==> src/rtl/iob_cache_write_buffer_if.sv <==
// Bundle between the write-through buffer, its controller (push side) and the
// AXI write channel (pop side), plus the buffer's occupancy/status outputs.
interface iob_cache_write_buffer_if #(
    parameter int ADDR_W  = 24,
    parameter int DATA_W  = 32,
    parameter int DEPTH_W = 2
);
    localparam int FE_NBYTES   = DATA_W / 8;
    localparam int FE_NBYTES_W = $clog2(FE_NBYTES);
    localparam int WORD_W      = ADDR_W - FE_NBYTES_W;

    logic                 push_i;
    logic [WORD_W-1:0]    push_addr_i;
    logic [DATA_W-1:0]    push_wdata_i;
    logic [FE_NBYTES-1:0] push_wstrb_i;
    logic                 full_o;

    // Handshake: the head {addr_o, wdata_o, wstrb_o} transfers on a rising clk_i
    // where valid_o & ready_i; while valid_o & ~ready_i the head is held stable.
    // A push transfers on a rising edge where push_i & ~full_o, else it is dropped.
    logic                 valid_o;
    logic [WORD_W-1:0]    addr_o;
    logic [DATA_W-1:0]    wdata_o;
    logic [FE_NBYTES-1:0] wstrb_o;
    logic                 ready_i;

    logic                 empty_o;
    logic [DEPTH_W:0]     level_o;
    logic                 overflow_o;

    modport slave (
        input  push_i, push_addr_i, push_wdata_i, push_wstrb_i, ready_i,
        output full_o, valid_o, addr_o, wdata_o, wstrb_o, empty_o, level_o, overflow_o
    );

    modport master (
        output push_i, push_addr_i, push_wdata_i, push_wstrb_i, ready_i,
        input  full_o, valid_o, addr_o, wdata_o, wstrb_o, empty_o, level_o, overflow_o
    );
endinterface

==> src/rtl/iob_cache_write_buffer.sv <==
// Write-through FIFO between the cache controller and the AXI write channel.
// First-word fall-through head, registered level counter, sticky overflow flag.
module iob_cache_write_buffer #(
    parameter int ADDR_W  = 24,
    parameter int DATA_W  = 32,
    parameter int DEPTH_W = 2
) (
    input  logic                    clk_i,
    input  logic                    reset,
    iob_cache_write_buffer_if.slave bus
);
    localparam int FE_NBYTES   = DATA_W / 8;
    localparam int FE_NBYTES_W = $clog2(FE_NBYTES);
    localparam int WORD_W      = ADDR_W - FE_NBYTES_W;
    localparam int DEPTH       = 2 ** DEPTH_W;
    localparam logic [DEPTH_W:0] ONE = {{DEPTH_W{1'b0}}, 1'b1};

    logic [WORD_W-1:0]    addr_mem  [DEPTH];
    logic [DATA_W-1:0]    wdata_mem [DEPTH];
    logic [FE_NBYTES-1:0] wstrb_mem [DEPTH];

    logic [DEPTH_W:0] wr_ptr_q;
    logic [DEPTH_W:0] rd_ptr_q;
    logic [DEPTH_W:0] level_q;
    logic             overflow_q;

    logic empty;
    logic full;
    logic push_acc;
    logic pop;

    // Extra pointer MSB distinguishes full from empty when the indices match.
    assign empty    = (wr_ptr_q == rd_ptr_q);
    assign full     = (wr_ptr_q[DEPTH_W-1:0] == rd_ptr_q[DEPTH_W-1:0]) &&
                      (wr_ptr_q[DEPTH_W] != rd_ptr_q[DEPTH_W]);
    assign push_acc = bus.push_i & ~full;
    assign pop      = ~empty & bus.ready_i;

    always_ff @(posedge clk_i) begin
        if (push_acc) begin
            addr_mem[wr_ptr_q[DEPTH_W-1:0]]  <= bus.push_addr_i;
            wdata_mem[wr_ptr_q[DEPTH_W-1:0]] <= bus.push_wdata_i;
            wstrb_mem[wr_ptr_q[DEPTH_W-1:0]] <= bus.push_wstrb_i;
        end
    end

    always_ff @(posedge clk_i or posedge reset) begin
        if (reset) begin
            wr_ptr_q   <= '0;
            rd_ptr_q   <= '0;
            level_q    <= '0;
            overflow_q <= 1'b0;
        end else begin
            if (push_acc) wr_ptr_q <= wr_ptr_q + ONE;
            if (pop)      rd_ptr_q <= rd_ptr_q + ONE;
            case ({push_acc, pop})
                2'b10:   level_q <= level_q + ONE;
                2'b01:   level_q <= level_q - ONE;
                default: level_q <= level_q;
            endcase
            // Full is judged before the edge, so a push alongside a pop still drops.
            if (bus.push_i && full) overflow_q <= 1'b1;
        end
    end

    assign bus.full_o     = full;
    assign bus.empty_o    = empty;
    assign bus.valid_o    = ~empty;
    assign bus.level_o    = level_q;
    assign bus.overflow_o = overflow_q;
    assign bus.addr_o     = addr_mem[rd_ptr_q[DEPTH_W-1:0]];
    assign bus.wdata_o    = wdata_mem[rd_ptr_q[DEPTH_W-1:0]];
    assign bus.wstrb_o    = wstrb_mem[rd_ptr_q[DEPTH_W-1:0]];
endmodule

==> src/flat_wrapper.sv <==
// flat-port wrapper written by rule: the top's interface ports become plain ports
module iob_cache_write_buffer_flat 
#(
    parameter int ADDR_W  = 24,
    parameter int DATA_W  = 32,
    parameter int DEPTH_W = 2
)
  (clk_i, reset, bus_push_i, bus_push_addr_i, bus_push_wdata_i, bus_push_wstrb_i, bus_ready_i, bus_full_o, bus_valid_o, bus_addr_o, bus_wdata_o, bus_wstrb_o, bus_empty_o, bus_level_o, bus_overflow_o);
  iob_cache_write_buffer_if #(.ADDR_W(ADDR_W), .DATA_W(DATA_W), .DEPTH_W(DEPTH_W)) bus_i ();
  input  logic clk_i;
  input  logic reset;
  input wire logic [$bits(bus_i.push_i)-1:0] bus_push_i;
  input wire logic [$bits(bus_i.push_addr_i)-1:0] bus_push_addr_i;
  input wire logic [$bits(bus_i.push_wdata_i)-1:0] bus_push_wdata_i;
  input wire logic [$bits(bus_i.push_wstrb_i)-1:0] bus_push_wstrb_i;
  input wire logic [$bits(bus_i.ready_i)-1:0] bus_ready_i;
  output wire logic [$bits(bus_i.full_o)-1:0] bus_full_o;
  output wire logic [$bits(bus_i.valid_o)-1:0] bus_valid_o;
  output wire logic [$bits(bus_i.addr_o)-1:0] bus_addr_o;
  output wire logic [$bits(bus_i.wdata_o)-1:0] bus_wdata_o;
  output wire logic [$bits(bus_i.wstrb_o)-1:0] bus_wstrb_o;
  output wire logic [$bits(bus_i.empty_o)-1:0] bus_empty_o;
  output wire logic [$bits(bus_i.level_o)-1:0] bus_level_o;
  output wire logic [$bits(bus_i.overflow_o)-1:0] bus_overflow_o;
  assign bus_i.push_i = bus_push_i;
  assign bus_i.push_addr_i = bus_push_addr_i;
  assign bus_i.push_wdata_i = bus_push_wdata_i;
  assign bus_i.push_wstrb_i = bus_push_wstrb_i;
  assign bus_i.ready_i = bus_ready_i;
  assign bus_full_o = bus_i.full_o;
  assign bus_valid_o = bus_i.valid_o;
  assign bus_addr_o = bus_i.addr_o;
  assign bus_wdata_o = bus_i.wdata_o;
  assign bus_wstrb_o = bus_i.wstrb_o;
  assign bus_empty_o = bus_i.empty_o;
  assign bus_level_o = bus_i.level_o;
  assign bus_overflow_o = bus_i.overflow_o;
  iob_cache_write_buffer #(.ADDR_W(ADDR_W), .DATA_W(DATA_W), .DEPTH_W(DEPTH_W)) u_core (.clk_i(clk_i), .reset(reset), .bus(bus_i));
endmodule
==> config.mk <==
export PLATFORM = sky130hd
export DESIGN_NAME = iob_cache_write_buffer_flat
export DESIGN_NICKNAME = d
export VERILOG_FILES = /design/src/rtl/iob_cache_write_buffer_if.sv /design/src/rtl/iob_cache_write_buffer.sv /design/src/flat_wrapper.sv
export SDC_FILE = /design/constraint.sdc
export NUM_CORES = 1
export LEC_CHECK = 0
export ABC_AREA = 1
export BUFFER_PORTS_ARGS = -buffer_cell sky130_fd_sc_hd__buf_2
export CAP_MARGIN = 0
export CELL_PAD_IN_SITES_DETAIL_PLACEMENT = 1
export CELL_PAD_IN_SITES_GLOBAL_PLACEMENT = 1
export CORE_AREA = 2 2 179 181
export DETAILED_ROUTE_END_ITERATION = 10
export DIE_AREA = 0 0 181 183
export PLACE_DENSITY_LB_ADDON = 0.1
export SKIP_LAST_GASP = 1
export SYNTH_ARGS = -nofsm -noshare
export SYNTH_HDL_FRONTEND = slang
export SYNTH_SLANG_ARGS = --single-unit
==> constraint.sdc <==
create_clock -name clk_i -period 6.7 [get_ports clk_i]
set_input_delay 1.005 -clock clk_i [delete_from_list [all_inputs] [get_ports clk_i]]
set_output_delay 1.005 -clock clk_i [all_outputs]
set_load 0.05 [all_outputs]
==> results.json, run 1 <==
{
  "use_met3": 0.0292,
  "start_util": 0.295,
  "ys.flop_type": "edfxtp_1",
  "grt_util_met1": 0.183,
  "gr-total-overflow": 0,
  "layout_commonest_cell": "edfxtp_1",
  "fmax_ghz": 0.244,
  "syn_to_final_growth_pct": 19.6,
  "dieArea_sq_mm": 0.0331,
  "finalNetCount": 840,
  "setup_violations": 0,
  "num_rows": 65,
  "worstPathRequired_ns": 5.69,
  "clockBufferDepth": 3,
  "ctsResizeCount": 0,
  "period_needed_ns": 4.10,
  "syn_area_sq_mm": 0.00921,
  "cts_buffers": 27,
  "synth_top_area_frac": 0.756,
  "wl_per_cell_microns": 20.0,
  "ys_warn_count": 0,
  "cp_max_fo": 58,
  "fin_crit_sh": 0.612,
  "maxCapViolations": 0,
  "ys_ff_latch": 242,
  "drive_gt1_frac": 0.234,
  "status": "finished, final reports clean",
  "worstSkewPairLatency_ns": 0.53,
  "grt_pass1_vias": 6092,
  "cts_hold_buf": 0,
  "finalHoldViolCount": 0,
  "hp-class": "reg -> reg",
  "finalClockSkew_ns": 0.0129,
  "fp.dieW_microns": 181,
  "post-cts-setup-buffer-count": 0,
  "syn_area_per_cell_sq_um": 14.3,
  "rsz0062_at_grt": "no",
  "synthDistinctLibCells": 24,
  "placed_cells": 1144,
  "worstPathArrival_ns": 3.10,
  "synth_edf_count": 232,
  "grt_pass1_wl_microns": 36600,
  "fin_hold_ws_ns": 0.470,
  "vias": 5680,
  "layout_setup_ws_ns": 2.60,
  "routabilityCongestion": 0.691,
  "grt_max_degree": 94,
  "met2_usage": 0.250,
  "nFillCells": 3323,
  "slew_headroom": 0.277,
  "drv_slew": 0,
  "ys_seq_area_frac": 0.783,
  "cts_sinks": 242,
  "ios": 127,
  "dp.final_hpwl_microns": 13900,
  "die_y_microns": 183,
  "cp-start-kind": "register",
  "drt-total-wl_microns": 23900,
  "finalSetupTns_ns": 0,
  "place_ws_ns": 3.06,
  "async_reset_ff_frac": 0.0413,
  "cp-end-kind": "output port",
  "htree_levels": 1,
  "cts_tree": "done",
  "synth_cells": 644,
  "synth_fp_nets": 713,
  "yosysTopAreaCell": "edfxtp_1",
  "worstMarginPinSlew_ns": 1.08,
  "netlist_top_cells_area": "edfxtp_1, o21ai_0, nor2_1",
  "coreArea_sq_mm": 0.0312,
  "firstDrtPassIters": 4,
  "grt_usage": 0.143,
  "antenna_found_initial": 4,
  "drt-initial-drc-count": 294,
  "viasPerCell": 4.76,
  "grt_busiest_layer": "met2",
  "mostFrequentLayoutCells": "edfxtp_1, buf_2, nor2_1",
  "cts_root_buffer": "clkbuf_16",
  "critPathKind": "reg -> out",
  "path_clk_slew_ns": 0.06,
  "io_buffers": 126,
  "drtAntennaViolNets": 0,
  "stdcell_count": 1193,
  "drc": 0
}
[cell type report]
type,count,area [sq um],share of cell area
clock inverter,14,67.6,0.00613
inverter,20,77.6,0.00704
multi-input combinational,345,1750,0.158
sequential,242,7220,0.656
antenna,2,5.00,0.000454
clock buffer,33,698,0.0634
timing repair buffer,135,698,0.0634
tap,402,503,0.0457
[cell usage after synthesis, drive strengths merged, types with 2 or more instances]
cell type / count
dfrtp: 10
o22ai: 58
o21ai: 118
ha: 6
buf: 19
inv: 20
nor2: 119
edfxtp: 232
nand3: 8
xor2: 2
nand2: 31
clkbuf: 18
[path summary, 6_finish.rpt]
check	slack, ns	end	start	depth (start not counted)
setup reg to reg	3.30	u_core.wdata_mem[1][28]	u_core.rd_ptr_q[1]	8
hold / removal	0.47	u_core.bus.overflow_o	u_core.bus.overflow_o	2
setup / recovery	2.60	bus_addr_o[15]	u_core.rd_ptr_q[1]	6
max in group asynchronous	5.85	u_core.rd_ptr_q[0]	reset	2
hold reg to reg	0.47	u_core.bus.overflow_o	u_core.bus.overflow_o	2
min in group asynchronous	0.48	u_core.bus.overflow_o	reset	2
[sequential cells by signal, summed over array words and instances, names as in the netlist]
register and cells:
u_core.bus.level_o 3, u_core.addr_mem 88, u_core.wstrb_mem 16, u_core.wr_ptr_q 3, u_core.wdata_mem 128, u_core.bus.overflow_o 1
u_core.rd_ptr_q 3
[logic make-up after synthesis]
logic type / Yosys count / synth area share
compound gates: 177 / 0.104
simple gates: 158 / 0.0698
fa+ha+maj: 7 / 0.0103
xor+xnor: 3 / 0.00285
buf+inv: 57 / 0.0295
flops: 242 / 0.783
[critical path: stages (launching register included)]
cell and delay [ns]:
dfrtp_2 0.63, buf_4 0.38, inv_2 0.10, buf_4 0.57, o21ai_0 0.24, o22ai_1 0.29, buf_2 0.33
[metrics by stage]
| stage | instance area (sq um) | util |
|---|---|---|
| 2_1_floorplan | 9210 | - |
| 3_3_place_gp | 10200 | 0.328 |
| 3_5_place_dp | 10200 | 0.328 |
| 4_1_cts | 11000 | 0.353 |
| 5_1_grt | 11000 | 0.353 |
| 6_report | 11000 | 0.353 |
[routing by layer]
metal	routed length, microns	up-vias	part of all wire
met5	24	-	0.0010
li1	-	2643	-
met1	10500	2883	0.44
met3	1110	39	0.046
met2	11800	111	0.49
met4	465	4	0.019
Power of run 1 is not shown: default switching activity piles up to over one toggle a cycle in this logic, so the estimate is an artifact.
==> run 2, diff against run 1 <==
ABC_AREA = 0   (was 1)
CORE_AREA = 2 2 177 179   (was 2 2 179 181)
DIE_AREA = 0 0 179 181   (was 0 0 181 183)
clock period = 3.6 ns   (was 6.7 ns; I/O delays follow)
==> results.json, run 2 <==
{
  "leakage_uw": 0.00374,
  "setup_violations": 0,
  "hp-class": "in -> reg",
  "synth_cells": 367,
  "place_ws_ns": 1.03,
  "antenna_found_initial": 4,
  "crit_family": "buffers and inverters",
  "cpPeakStageDelay_ns": 0.70,
  "period_needed_ns": 3.06,
  "drv_slew": 0,
  "place_area_sq_mm": 0.0102,
  "dp.final_hpwl_microns": 11300,
  "worstReg2RegEnd": "u_core.bus.level_o[2]",
  "status": "finished, final reports clean",
  "finalNetCount": 589,
  "syn_to_final_growth_pct": 21.5,
  "coreArea_sq_mm": 0.0303,
  "worstPathArrival_ns": 2.52,
  "ys.flop_type": "edfxtp_1",
  "die_y_microns": 181,
  "r2r_setup_slack_ns": 1.25,
  "mostFrequentLayoutCells": "edfxtp_1, buf_2, mux4_2",
  "ctsResizeCount": 0,
  "layout_setup_ws_ns": 0.543,
  "internal_power_uw": 6400,
  "p_sw_uw": 4210,
  "dieArea_sq_mm": 0.0324,
  "cts_sinks": 242,
  "ys_ff_latch": 242,
  "placed_cells": 886,
  "worstMarginPinSlew_ns": 0.832,
  "rsz0062_at_grt": "no",
  "finalSetupTns_ns": 0,
  "drt-initial-drc-count": 202,
  "min_from": "bus_push_addr_i[3]",
  "yosysTopAreaCell": "edfxtp_1",
  "cts_buffers": 27,
  "slew_headroom": 0.446,
  "ys_top_cells_by_count": "edfxtp_1, mux4_2, dfrtp_1, inv_1",
  "gr-total-overflow": 0,
  "fmax_ghz": 0.327,
  "netlist_top_cells_area": "edfxtp_1, mux4_2, dfrtp_1",
  "ios": 127,
  "syn_area_per_cell_sq_um": 24.7,
  "htree_levels": 1,
  "grt_max_degree": 51,
  "finalHoldViolCount": 0,
  "num_rows": 64,
  "largest_reg_flops": 128,
  "nFillCells": 2981,
  "clock_power_share": 0.224,
  "wl_per_cell_microns": 20.5,
  "hold_depth": 1,
  "cp-end-kind": "output port",
  "drtAntennaViolNets": 0,
  "yosysMostFrequentCell": "edfxtp_1",
  "peakVddDrop_uv": 511,
  "routabilityCongestion": 0.714,
  "worstPathRequired_ns": 3.06,
  "path_clk_slew_ns": 0.05,
  "viasPerCell": 4.50,
  "worstSkewPairLatency_ns": 0.53,
  "cp_max_fo": 50,
  "cp_cell_sequence": "buf_4 -> mux4_2 -> buf_2",
  "combPwrFrac": 0.403,
  "synth_edf_count": 232,
  "io_buffers": 126,
  "critPathKind": "reg -> out",
  "fin_crit_sh": 0.849,
  "ys_seq_area_frac": 0.797,
  "swShare": 0.397,
  "cts_hold_buf": 1,
  "async_reset_ff_frac": 0.0413,
  "start_util": 0.298,
  "stdcell_count": 932,
  "vias": 4195,
  "maxCapViolations": 0,
  "cp.buffers_inverters": 2,
  "post-cts-setup-buffer-count": 0,
  "r2r_cells": 9,
  "grt_usage": 0.119,
  "drc": 0,
  "drive_gt1_frac": 0.444,
  "ys_warn_count": 0,
  "cts_tree": "done",
  "finalClockSkew_ns": 0.0134,
  "synth_fp_nets": 436,
  "pwr-share-seq": 0.373,
  "timing.rr.start": "u_core.rd_ptr_q[1]",
  "design_area_sq_mm": 0.0110,
  "worst_path_max_delay_cell": "buf_4",
  "synthDistinctLibCells": 28,
  "layout_commonest_cell": "edfxtp_1",
  "clockBufferDepth": 3,
  "cts_root_buffer": "clkbuf_16",
  "grt_pass1_wl_microns": 28800,
  "cp-start-kind": "register",
  "drt-total-wl_microns": 19100,
  "firstDrtPassIters": 4,
  "grt_pass1_vias": 4806,
  "syn_area_sq_mm": 0.00906,
  "fp.dieW_microns": 179,
  "hold_path_end": "u_core.addr_mem[0][3]",
  "synth_top_area_frac": 0.769,
  "p_per_area_mw_per_mm2": 964
}
run 2: changes by cell type in the layout (fill, tap and decap cells not counted), moves of 6 or more:
cell / delta
inv_1: -6
mux4_2: +58
nand2_1: -26
nor2_1: -115
o21ai_0: -100
o21ai_1: -18
o22ai_1: -58
run 2: cell families after synthesis:
logic type / after synthesis / share of synthesized area
DFF: 242 / 0.797
muxes: 59 / 0.145
xor gates and xnor gates: 13 / 0.0151
AOI/OAI and AO/OA: 13 / 0.0120
and+or+nand+nor: 9 / 0.00539
adders and majority gates: 7 / 0.0105
buffers and inverters: 24 / 0.0151
run 2: final cells by class:
class	count	area, sq um	area share
antenna	2	5.00	0.000455
multi-input combinational	101	1730	0.157
clock inverter	6	30.0	0.00273
timing repair buffer	138	773	0.0702
clock buffer	37	713	0.0648
inverter	10	37.5	0.00341
tap	396	495	0.0450
sequential	242	7220	0.656
run 2: worst max-delay path by stage:
stage	start	to	slack (ns)	depth (start not counted)
final	u_core.rd_ptr_q[1]	bus_wdata_o[7]	0.54	3
after global placement	u_core.rd_ptr_q[1]	bus_wdata_o[7]	1.01	3
after floorplan	u_core.rd_ptr_q[1]	u_core.addr_mem[3][0]	0.57	3
after CTS	u_core.rd_ptr_q[1]	bus_wdata_o[7]	0.42	3
after global routing	u_core.rd_ptr_q[1]	bus_wdata_o[7]	0.39	3
after detailed placement	u_core.rd_ptr_q[1]	bus_wdata_o[7]	1.03	3
run 2: layer usage:
layer	track usage	wire, microns	share of wire
met3	0.0372	1380	0.072
met1	0.141	7500	0.39
met2	0.206	9650	0.51
met4	0.0351	512	0.027
met5	0	27	0.0014
run 2: power groups by stage:
stage,clock network [uW],registers [uW],logic [uW]
floorplan,0,4030,3270
global placement,0,3990,4390
CTS,2480,3970,4410
global route,2560,4020,4560
detailed placement,0,4030,4380
finish,2380,3960,4280
run 2: worst register-to-register path: cells and delay by family, from the launching register on:
| family | cells | cell delay, ns |
|---|---|---|
| AND/OR/NAND/NOR | 1 | 0.08 |
| buffers and inverters | 2 | 0.17 |
| flip-flops | 1 | 0.58 |
| XOR/XNOR | 3 | 0.51 |
| AO/OA/AOI/OAI | 1 | 0.48 |
| adder cells (fa/ha/maj) | 2 | 0.41 |
run 2: stage by stage:
step	hold WS, ns	util	total power [uW]
2_1_floorplan	0.380	-	7310
3_3_place_gp	0.436	0.338	8380
3_5_place_dp	0.471	0.338	8410
4_1_cts	0.184	0.363	10900
5_1_grt	0.197	0.363	11100
6_report	0.224	0.363	10600
Power figures use the tool's default switching activity.
